<file path="src/rtl/instruction_fetch_if.sv">
// Memory read bus between the fetch unit (master) and instruction memory (slave).
interface instruction_fetch_if #(
    parameter int WORD_SIZE = 19,
    parameter int ADDR_SIZE = 12
);
    logic                 MEM_RD_REQ;
    logic [ADDR_SIZE-1:0] MEM_ADDR;
    logic                 MEM_RD_ACK;
    logic [WORD_SIZE-1:0] MEM_RD_DATA;

    modport master (output MEM_RD_REQ, MEM_ADDR, input MEM_RD_ACK, MEM_RD_DATA);
    modport slave  (input MEM_RD_REQ, MEM_ADDR, output MEM_RD_ACK, MEM_RD_DATA);
endinterface

</file>
<file path="src/rtl/instruction_fetch.sv">
// Instruction fetch front end: PC, one-outstanding req/ack memory read, branch squash.
// Optional request timeout enabled by defining FETCH_TIMEOUT_EN.
module instruction_fetch #(
    parameter int                   WORD_SIZE      = 19,
    parameter int                   ADDR_SIZE      = 12,
    parameter logic [ADDR_SIZE-1:0] RESET_PC       = '0,
    parameter int                   TIMEOUT_CYCLES = 16
) (
    input  logic                 CLK,
    input  logic                 RST,
    input  logic                 FETCH_REQ,
    input  logic                 HALT,
    input  logic                 BRANCH_LOAD,
    input  logic [ADDR_SIZE-1:0] BRANCH_TARGET,
    instruction_fetch_if.master  mem,
    output logic [WORD_SIZE-1:0] INSTR,
    output logic                 INSTR_VALID,
    output logic [ADDR_SIZE-1:0] PC,
    output logic                 FETCH_ERR
);
    typedef enum logic {IDLE, REQ} state_t;

    state_t               state, state_d;
    logic [ADDR_SIZE-1:0] pc_q, pc_d, addr_q, addr_d;
    logic [WORD_SIZE-1:0] instr_q, instr_d;
    logic                 req_q, req_d, vld_q, vld_d, sq_q, sq_d;

`ifdef FETCH_TIMEOUT_EN
    localparam int CW = $clog2(TIMEOUT_CYCLES + 1);
    logic [CW-1:0] cnt_q, cnt_d;
    logic          err_q, err_d;
`endif

    always_ff @(posedge CLK) begin
        if (RST) state <= IDLE;
        else     state <= state_d;
    end

    always_comb begin
        state_d = state;
        pc_d    = pc_q;
        addr_d  = addr_q;
        req_d   = req_q;
        instr_d = instr_q;
        vld_d   = 1'b0;
        sq_d    = sq_q;
`ifdef FETCH_TIMEOUT_EN
        cnt_d   = cnt_q;
        err_d   = 1'b0;
`endif
        case (state)
            IDLE: begin
                if (BRANCH_LOAD) pc_d = BRANCH_TARGET;
                if (FETCH_REQ && !HALT) begin
                    state_d = REQ;
                    req_d   = 1'b1;
                    addr_d  = BRANCH_LOAD ? BRANCH_TARGET : pc_q;
                    sq_d    = 1'b0;
`ifdef FETCH_TIMEOUT_EN
                    cnt_d   = '0;
`endif
                end
            end
            REQ: begin
                if (BRANCH_LOAD) pc_d = BRANCH_TARGET;
                if (mem.MEM_RD_ACK) begin
                    // A redirect seen during the transfer turns the returning word into a bubble
                    if (!sq_q && !BRANCH_LOAD) begin
                        instr_d = mem.MEM_RD_DATA;
                        vld_d   = 1'b1;
                        pc_d    = addr_q + 1'b1;
                    end
                    req_d   = 1'b0;
                    sq_d    = 1'b0;
                    state_d = IDLE;
                end else begin
                    if (BRANCH_LOAD) sq_d = 1'b1;
`ifdef FETCH_TIMEOUT_EN
                    if (cnt_q + 1'b1 == CW'(TIMEOUT_CYCLES)) begin
                        req_d   = 1'b0;
                        err_d   = 1'b1;
                        sq_d    = 1'b0;
                        state_d = IDLE;
                    end else begin
                        cnt_d = cnt_q + 1'b1;
                    end
`endif
                end
            end
            default: state_d = IDLE;
        endcase
    end

    always_ff @(posedge CLK) begin
        if (RST) begin
            pc_q    <= RESET_PC;
            addr_q  <= '0;
            req_q   <= 1'b0;
            instr_q <= '0;
            vld_q   <= 1'b0;
            sq_q    <= 1'b0;
`ifdef FETCH_TIMEOUT_EN
            cnt_q   <= '0;
            err_q   <= 1'b0;
`endif
        end else begin
            pc_q    <= pc_d;
            addr_q  <= addr_d;
            req_q   <= req_d;
            instr_q <= instr_d;
            vld_q   <= vld_d;
            sq_q    <= sq_d;
`ifdef FETCH_TIMEOUT_EN
            cnt_q   <= cnt_d;
            err_q   <= err_d;
`endif
        end
    end

    assign mem.MEM_RD_REQ = req_q;
    assign mem.MEM_ADDR   = addr_q;
    assign INSTR          = instr_q;
    assign INSTR_VALID    = vld_q;
    assign PC             = pc_q;
`ifdef FETCH_TIMEOUT_EN
    assign FETCH_ERR      = err_q;
`else
    assign FETCH_ERR      = 1'b0;
`endif
endmodule

</file>
<file path="src/flat_wrapper.sv">
// flat-port wrapper written by rule: the top's interface ports become plain ports
module instruction_fetch_flat 
#(
    parameter int                   WORD_SIZE      = 19,
    parameter int                   ADDR_SIZE      = 12,
    parameter logic [ADDR_SIZE-1:0] RESET_PC       = '0,
    parameter int                   TIMEOUT_CYCLES = 16
)
  (CLK, RST, FETCH_REQ, HALT, BRANCH_LOAD, BRANCH_TARGET, INSTR, INSTR_VALID, PC, FETCH_ERR, mem_MEM_RD_REQ, mem_MEM_ADDR, mem_MEM_RD_ACK, mem_MEM_RD_DATA);
  instruction_fetch_if #(.WORD_SIZE(WORD_SIZE), .ADDR_SIZE(ADDR_SIZE)) mem_i ();
  input  logic CLK;
  input  logic RST;
  input  logic FETCH_REQ;
  input  logic HALT;
  input  logic BRANCH_LOAD;
  input  logic [ADDR_SIZE-1:0] BRANCH_TARGET;
  output logic [WORD_SIZE-1:0] INSTR;
  output logic INSTR_VALID;
  output logic [ADDR_SIZE-1:0] PC;
  output logic FETCH_ERR;
  output wire logic [$bits(mem_i.MEM_RD_REQ)-1:0] mem_MEM_RD_REQ;
  output wire logic [$bits(mem_i.MEM_ADDR)-1:0] mem_MEM_ADDR;
  input wire logic [$bits(mem_i.MEM_RD_ACK)-1:0] mem_MEM_RD_ACK;
  input wire logic [$bits(mem_i.MEM_RD_DATA)-1:0] mem_MEM_RD_DATA;
  assign mem_MEM_RD_REQ = mem_i.MEM_RD_REQ;
  assign mem_MEM_ADDR = mem_i.MEM_ADDR;
  assign mem_i.MEM_RD_ACK = mem_MEM_RD_ACK;
  assign mem_i.MEM_RD_DATA = mem_MEM_RD_DATA;
  instruction_fetch #(.WORD_SIZE(WORD_SIZE), .ADDR_SIZE(ADDR_SIZE), .RESET_PC(RESET_PC), .TIMEOUT_CYCLES(TIMEOUT_CYCLES)) u_core (.CLK(CLK), .RST(RST), .FETCH_REQ(FETCH_REQ), .HALT(HALT), .BRANCH_LOAD(BRANCH_LOAD), .BRANCH_TARGET(BRANCH_TARGET), .mem(mem_i), .INSTR(INSTR), .INSTR_VALID(INSTR_VALID), .PC(PC), .FETCH_ERR(FETCH_ERR));
endmodule
</file>
<file path="config.mk">
export PLATFORM = sky130hd
export DESIGN_NAME = instruction_fetch_flat
export DESIGN_NICKNAME = d
export VERILOG_FILES = /design/src/rtl/instruction_fetch_if.sv /design/src/rtl/instruction_fetch.sv /design/src/flat_wrapper.sv
export SDC_FILE = /design/constraint.sdc
export NUM_CORES = 1
export LEC_CHECK = 0
export CORE_MARGIN = 3
export CORE_UTILIZATION = 38
export DETAILED_ROUTE_END_ITERATION = 6
export PLACE_DENSITY = 0.8
export SLEW_MARGIN = 10
export SYNTH_ARGS = -nofsm -noshare
export SYNTH_HDL_FRONTEND = slang
export SYNTH_SLANG_ARGS = --single-unit
</file>
<file path="constraint.sdc">
create_clock -name CLK -period 1.3 [get_ports CLK]
set_input_delay 0.13 -clock CLK [delete_from_list [all_inputs] [get_ports CLK]]
set_output_delay 0.13 -clock CLK [all_outputs]
set_load 0.03 [all_outputs]
</file>
After elaboration in Yosys (flattened, before gate mapping)
Index checks and enable logic that the tools add are counted.

word-level totals
  memories = 0
  output and inout port bits = 46
  word-level logic and storage cells = 38
  RAM bits = 0
  input port bits = 37
  register bits = 47
  bits in read-only memories = 0
  latch bits = 0

operators by class
  add/sub/neg operators = 1
  divide/modulo/power cells = 0
  shift-type cells = 0
  magnitude comparators = 0
  reduce and logical (&&, ||, !) cells = 10
  eq/ne operators = 3
  muxes and demuxes = 15
  multipliers = 0
  bitwise operators = 2

operators with widths
  operator                                                                 count
  12-bit two-way mux                                                       3
  12-bit case mux with 2 select lines                                      1
  12-bit by 1-bit adder with 12-bit output, second input constant          1
  1-bit two-way mux                                                        8
  1-bit case mux with 2 select lines                                       3
  2-bit AND reduction                                                      3
  1-bit zero test                                                          3
  3-bit inequality test, second input constant                             1
  3-bit AND reduction                                                      1
  3-bit OR reduction                                                       1
  1-bit logical AND                                                        2
  2-bit by 1-bit inequality test with 1-bit output, second input constant  1
  2-bit inequality test, second input constant                             1
  1-bit NOT                                                                2

Logic depth before layout (Yosys ltp)
Gate-level depths: netlist (run 1).

  word-level depth = 5
  gate-level depth with buffers = 6
  gate-level depth less buffers = 5

Worst setup path before layout (run 1)
OpenSTA, ideal clock, no wires.

  path type = register -> register
  start = register u_core.addr_q[2], in the netlist u_core.mem.MEM_ADDR[2]
  end = register u_core.pc_q[11], in the netlist u_core.PC[11]
  library setup time = 0.137 ns
  arrival time = 1.412 ns
  data required time = 1.163 ns
  cell stages (with the launch flop) = 5
  slack = -0.249 ns
  period minus slack after synthesis = 1.549 ns
  buffers on the path = 0
  path through = dfxtp_1 -> nand4_4 -> o31a_2 -> o21ai_1 -> a221oi_2

between the ends
  cells in the longest elaborated chain, start to end = 4

ends and longest elaborated chain
  element                                   RTL line                  source
  from (decl)                               instruction_fetch.sv:24   logic [ADDR_SIZE-1:0] pc_q, pc_d, addr_q, addr_d;
  from (signal assigned)                    instruction_fetch.sv:108  addr_q <= addr_d;
  12-bit by 1-bit adder with 12-bit output  instruction_fetch.sv:71   pc_d = addr_q + 1'b1;
  12-bit two-way mux                        instruction_fetch.sv:68   if (!sq_q && !BRANCH_LOAD) begin
  12-bit two-way mux                        instruction_fetch.sv:66   if (mem.MEM_RD_ACK) begin
  12-bit case mux with 2 select lines       instruction_fetch.sv:51   case (state)
  to (signal assigned)                      instruction_fetch.sv:107  pc_q <= pc_d;
  to (decl)                                 instruction_fetch.sv:24

No other way between the ends.
A chain may end at the register's enable or synchronous reset.

Final worst setup path (run 1)
  start = register u_core.addr_q[2], in the netlist u_core.mem.MEM_ADDR[2]
  end = register u_core.pc_q[10], in the netlist u_core.PC[10]

Same word-level chain as after synthesis.

==> results of run 1 <==
cells in the mapped netlist (3+ instances only):
master	number	area, sq um
dfxtp_1	47	940.9
nand2_1	40	150.1
a21oi_1	26	130.1
nor2_1	21	78.83
a211oi_1	18	135.1
mux2i_1	11	110.1
nand3_1	7	35.03
buf_4	6	45.04
clkbuf_1	6	22.52
xnor2_1	6	52.55
a21o_1	4	30.03
and2_1	3	18.77
nor3_1	3	15.01
logic make-up (layout without fill, tap and decap cells):
family	count (synthesis)	after routing	synth area share [%]
other	1	1	0.1858
buffers and inverters	18	117	4.959
adders and majority gates	1	1	0.6199
AOI/OAI and AO/OA	54	54	17.61
and+or+nand+nor	85	85	21.08
muxes	11	11	5.456
DFF	47	47	46.62
xor gates and xnor gates	8	8	3.472
registers in the layout, summed over array words and instances (netlist names):
register and cells:
u_core.INSTR 19, u_core.INSTR_VALID 1, u_core.PC 12, u_core.mem.MEM_ADDR 12, u_core.mem.MEM_RD_REQ 1, u_core.sq_q 1
u_core.state 1
where the power goes:
part | switching (W) | internal [W]
Sequential | 0.0000609 | 0.00150
Combinational | 0.000330 | 0.000289
Clock | 0.000474 | 0.000691
critical path: cells and delay by family, from the launching register on:
family	cells	cell delay (ns)
DFF	1	0.38
and+or+nand+nor	2	0.34
AOI/OAI and AO/OA	1	0.21
buffers and inverters	1	0.18
xor gates and xnor gates	1	0.10
final cells by class:
type / count / area, sq um
Fill cell: 427 / 1699
Multi-Input combinational cell: 160 / 1030
Sequential cell: 47 / 984.7
Timing Repair Buffer: 107 / 978.4
Clock buffer: 7 / 97.59
Tap cell: 67 / 83.83
Clock inverter: 1 / 30.03
Inverter: 2 / 7.507
final timing paths:
path                                             from                                  to  slack, ns  cells after the start
hold reg to reg          u_core.INSTR[7]$_SDFFE_PP0P_        u_core.INSTR[7]$_SDFFE_PP0P_       0.45                      2
setup reg to reg  u_core.mem.MEM_ADDR[2]$_SDFFE_PP0P_            u_core.PC[10]$_SDFF_PP0_       0.01                      5
hold / removal                         mem_MEM_RD_ACK  u_core.mem.MEM_RD_REQ$_SDFFE_PP0P_       0.21                      2
setup / recovery  u_core.mem.MEM_ADDR[2]$_SDFFE_PP0P_            u_core.PC[10]$_SDFF_PP0_       0.01                      5
placed cells by master (no fill, tap or decap), types with 2 or more instances in the layout:
master | Yosys | layout
a21o_1 | 4 | 4
dfxtp_4 | 0 | 11
inv_1 | 2 | 2
nor2_1 | 21 | 20
a211oi_2 | 1 | 3
clkdlybuf4s50_1 | 0 | 33
dfxtp_1 | 47 | 34
buf_12 | 0 | 2
a211oi_1 | 18 | 16
nor3_4 | 1 | 2
mux2i_1 | 11 | 10
nor3_1 | 3 | 2
xnor2_1 | 6 | 6
nand2_1 | 40 | 40
dlygate4sd2_1 | 0 | 46
dfxtp_2 | 0 | 2
buf_4 | 6 | 22
a21oi_1 | 26 | 26
clkbuf_8 | 0 | 5
buf_6 | 1 | 2
nor2_4 | 1 | 2
xor2_1 | 2 | 2
and2_1 | 3 | 3
nand3_1 | 7 | 7
timing repair:
item	4_1_cts	5_1_grt
pin swaps	1	7
setup buffers	0	3
endpoints found under the setup margin	65	17
gates resized for setup	50	12
per-stage QoR:
stage / worst slack (ns) / setup TNS, ns / total power (W) / hold WS [ns]
after floorplan: 0.01295 / 0 / 0.001922 / 0.2290
after global placement: -0.2995 / -8.462 / 0.002234 / 0.4410
after detailed placement: -0.3579 / -10.40 / 0.002241 / 0.4457
after CTS: 0.005574 / 0 / 0.003363 / 0.2057
after global routing: -0.06735 / -0.1426 / 0.003496 / 0.2254
final: 0.01327 / 0 / 0.003346 / 0.2124
layer usage:
metal	GRT usage, %	routed length, microns
met2	29.88	2547
met3	7.823	622
met5	0	0
met1	19.56	2203
met4	5.155	70
==> qor.yml, run 1 <==
syn-num-nets: 263
slowest_stage: "dfxtp_4"
p_per_area_nw_per_um2: 1042
hold_buffers: 0
layout.cells.non_filler: 391
numCtsBuffers: 5
worstSetupStartpointType: "flip-flop"
area_growth_pct: 59.14
synth.distinct_cells: 37
final_util_pct: 65.40
die-height_microns: 78.88
grt_usage_pct: 17.46
fin_crit_sh_pct: 98.98
min_period_ns: 1.287
p_leak_nw: 1.379
clk-insertion-delay-late_ns: 0.29
synth-edff-count: 0
path_cells: "nand4_4, buf_4, nor3_2, xnor2_1, a211oi_2"
hold_viol: 0
grt.overflow.total: 0
io_pins: 83
crit_arrival_ns: 1.51
setup_viol: 0
nets: 361
num_vias: 1957
clockRootBuffer: "clkbuf_8"
end_kind: "flip-flop"
placementRows: 25
yosysWarnings: 0
fin_area_sq_um: 3212
ys_ff_latch: 47
hold_class: "in -> reg"
finalClockSkew_ns: 0.004924
synth.avg_cell_area_sq_um: 8.970
ir_drop_v: 0.0008438
h-tree-depth: 2
maxSlewViolCount: 0
drive_above_1_share_pct: 19.44
dpl_cell_area_sq_um: 3052
cts_tree: "yes"
synth_ff_type: "dfxtp_1"
yosysSeqAreaShare_pct: 46.62
drc_errors: 0
syn_inst: 225
port-buffer-count: 81
async_flop_share_pct: 0
routabilityCongestion: 0.8098
cp.required_ns: 1.52
slowest_delay_ns: 0.38
path_class: "reg -> reg"
totalWireLength_microns: 5443
outcome: "finished, final reports clean"
grt_max_degree: 28
synth_area_sq_um: 2018
avgViaCountPerCell: 5.005
path_max_fanout: 6
cap_viol_max_count: 0
hpwl_microns: 3996
drt_iter0_drc: 131
antenna_cells: 0
start_util_pct: 41.10
cts_buffer_depth: 2
cts_sinks: 47
die_w_microns: 78.88
clkTransAtPathRegs_ns: 0.09
grt_pass1_vias: 1881
grt_pass1_wl_microns: 8666
wire_per_inst_microns: 13.92
drtPass1Iterations: 4
core_area_sq_um: 4911
dp.cells: 380
ant_nets: 0
fp.dieArea_sq_um: 6221
max_freq_ghz: 0.7772
rsz0062_at_grt: "yes"
antenna_found_initial: 0
(Power assumes the default switching activity.)
==> run 2: changes to the inputs <==
CTS_CLUSTER_DIAMETER = 150   (was default)
==> results of run 2 <==
Final layout, timing and power as in run 1 (identical DEF).
==> run 3: changes to the inputs <==
PLACE_DENSITY = 0.77   (was 0.8)
clock period = 1.6 ns   (was 1.3 ns; I/O delays follow)
==> qor.yml, run 3 (synthesis results as in run 1) <==
layout_common_cells: "clkdlybuf4s50_1, dfxtp_1, nand2_1"
ant_nets: 0  # unchanged
hold_buffers: 0  # unchanged
die-height_microns: 78.88  # unchanged
totalWireLength_microns: 5243  # -3.7%
worstHoldStart: "RST"
antenna_cells: 0  # unchanged
reg2reg_from: "u_core.mem.MEM_ADDR[1]$_SDFFE_PP0P_"
fp.dieArea_sq_um: 6221  # unchanged
ir_drop_v: 0.0005880  # -30%
grt_max_degree: 30  # +7.1%
drt_iter0_drc: 65  # -50%
path_max_fanout: 3  # -3
grt_pass1_wl_microns: 8887  # +2.6%
numCtsBuffers: 5  # unchanged
h-tree-depth: 2  # unchanged
wire_per_inst_microns: 13.73  # -1.4%
max_freq_ghz: 0.6484
layout_commonest_cell: "clkdlybuf4s50_1"
drtPass1Iterations: 4  # unchanged
path_cells: "clkdlybuf4s50_1"
grt_pass1_vias: 1851  # -1.6%
finalSetupTns_ns: 0  # unchanged
cts_buffer_depth: 2  # unchanged
clk-insertion-delay-late_ns: 0.30  # about the same
end_kind: "primary output"
die_w_microns: 78.88  # unchanged
slew_headroom_pct: 59.92
worstMarginPinSlew_ns: 0.6012
rsz0062_at_grt: "no"
num_vias: 1884  # -3.7%
hpwl_microns: 3897  # -2.5%
cp.required_ns: 1.44  # -0.08 ns
cp_top_family: "buffers and inverters"
antenna_found_initial: 0  # unchanged
slowest_stage: "clkdlybuf4s50_1"
hold_viol: 0  # unchanged
maxSlewViolCount: 0  # unchanged
crit_arrival_ns: 1.38  # -0.13 ns
area_growth_pct: 51.39
io_pins: 83  # unchanged
finalClockSkew_ns: 0.004729  # -0.0001956 ns
p_per_area_nw_per_um2: 806.8  # -23%
largest_reg_flops: 19  # unchanged
slowest_delay_ns: 0.69  # +0.31 ns
start_util_pct: 41.10  # unchanged
core_area_sq_um: 4911  # unchanged
routabilityCongestion: 0.8048  # -0.62%
fin_ws_ns: 0.05784  # +0.04457 ns
grt.overflow.total: 0  # unchanged
grt_usage_pct: 18.03  # +0.57 points
critPathBufInv: 1  # unchanged
drive_above_1_share_pct: 11.75  # -7.7 points
avgViaCountPerCell: 4.932  # -1.5%
nets: 352  # -2.5%
cts_tree: "yes"
path_class: "reg -> out"
port-buffer-count: 81  # unchanged
setup_viol: 0  # unchanged
regToRegSetupSlack_ns: 0.13  # +0.12 ns
hold_class: "in -> reg"
placementRows: 25  # unchanged
clkTransAtPathRegs_ns: 0.08  # about the same
dpl_worst_slack_ns: -0.02082  # +0.3371 ns
drc_errors: 0  # unchanged
clockRootBuffer: "clkbuf_8"
worstSetupStartpointType: "flip-flop"
fin_crit_sh_pct: 96.39
cap_viol_max_count: 0  # unchanged
p_leak_nw: 1.183  # -14%
outcome: "finished, final reports clean"
min_period_ns: 1.542
startpoint: "u_core.mem.MEM_ADDR[6]$_SDFFE_PP0P_"
cts_sinks: 47  # unchanged
## run 3: changes by cell type in the layout (fill, tap and decap cells not counted), sizes merged
cell / change
dlygate4sd2: -40
clkbuf: -2
clkdlybuf4s50: +37
bufinv: -1
clkinv: +3
buf: -9
dlymetal6s2s: +3
## run 3: what timing repair did
item / CTS / global route
setup buffers: 0 / 0
setup endpoints to repair: 6 / 5
gates resized for setup: 6 / 5
## run 3: path summary, 6_finish.rpt
path | endpoint | depth (start not counted)
hold / removal | u_core.INSTR[1]$_SDFFE_PP0P_ | 2
hold reg to reg | u_core.INSTR[11]$_SDFFE_PP0P_ | 2
setup / recovery | mem_MEM_ADDR[6] | 1
setup reg to reg | u_core.PC[8]$_SDFF_PP0_ | 5
## run 3: power breakdown
group / switching, W / total (W) / internal, W
combinational: 0.000256 / 0.000503 / 0.000247
sequential: 0.0000511 / 0.00127 / 0.00122
clock: 0.000388 / 0.000688 / 0.000299
## run 3: metrics by stage
step | std cells | hold slack [ns] | utilization, % | power (W) | cell area (sq um)
floorplan | 225 | 0.2590 | - | 0.001564 | 2018
global placement | 374 | 0.4405 | 60.43 | 0.001807 | 2968
detailed placement | 374 | 0.4457 | 60.43 | 0.001816 | 2968
CTS | 382 | 0.3541 | 61.99 | 0.002500 | 3044
global route | 382 | 0.3832 | 62.22 | 0.002599 | 3055
finish | 382 | 0.3662 | 62.22 | 0.002465 | 3055
## run 3: per-layer routing
metal	global-route usage (%)	routed length, microns	vias up	part of all wire [%]
met3	9.184	538	2	10
li1	-	-	961	-
met4	5.498	23	0	0.44
met1	20.93	2191	857	42
met5	0	0	-	0
met2	29.03	2490	64	47
## run 3: layout make-up
type,count,area [sq um]
Multi-Input combinational cell,160,977.2
Clock inverter,3,15.01
Clock buffer,5,68.82
Fill cell,445,1856
Sequential cell,47,942.2
Inverter,2,7.507
Timing Repair Buffer,98,960.9
Tap cell,67,83.83
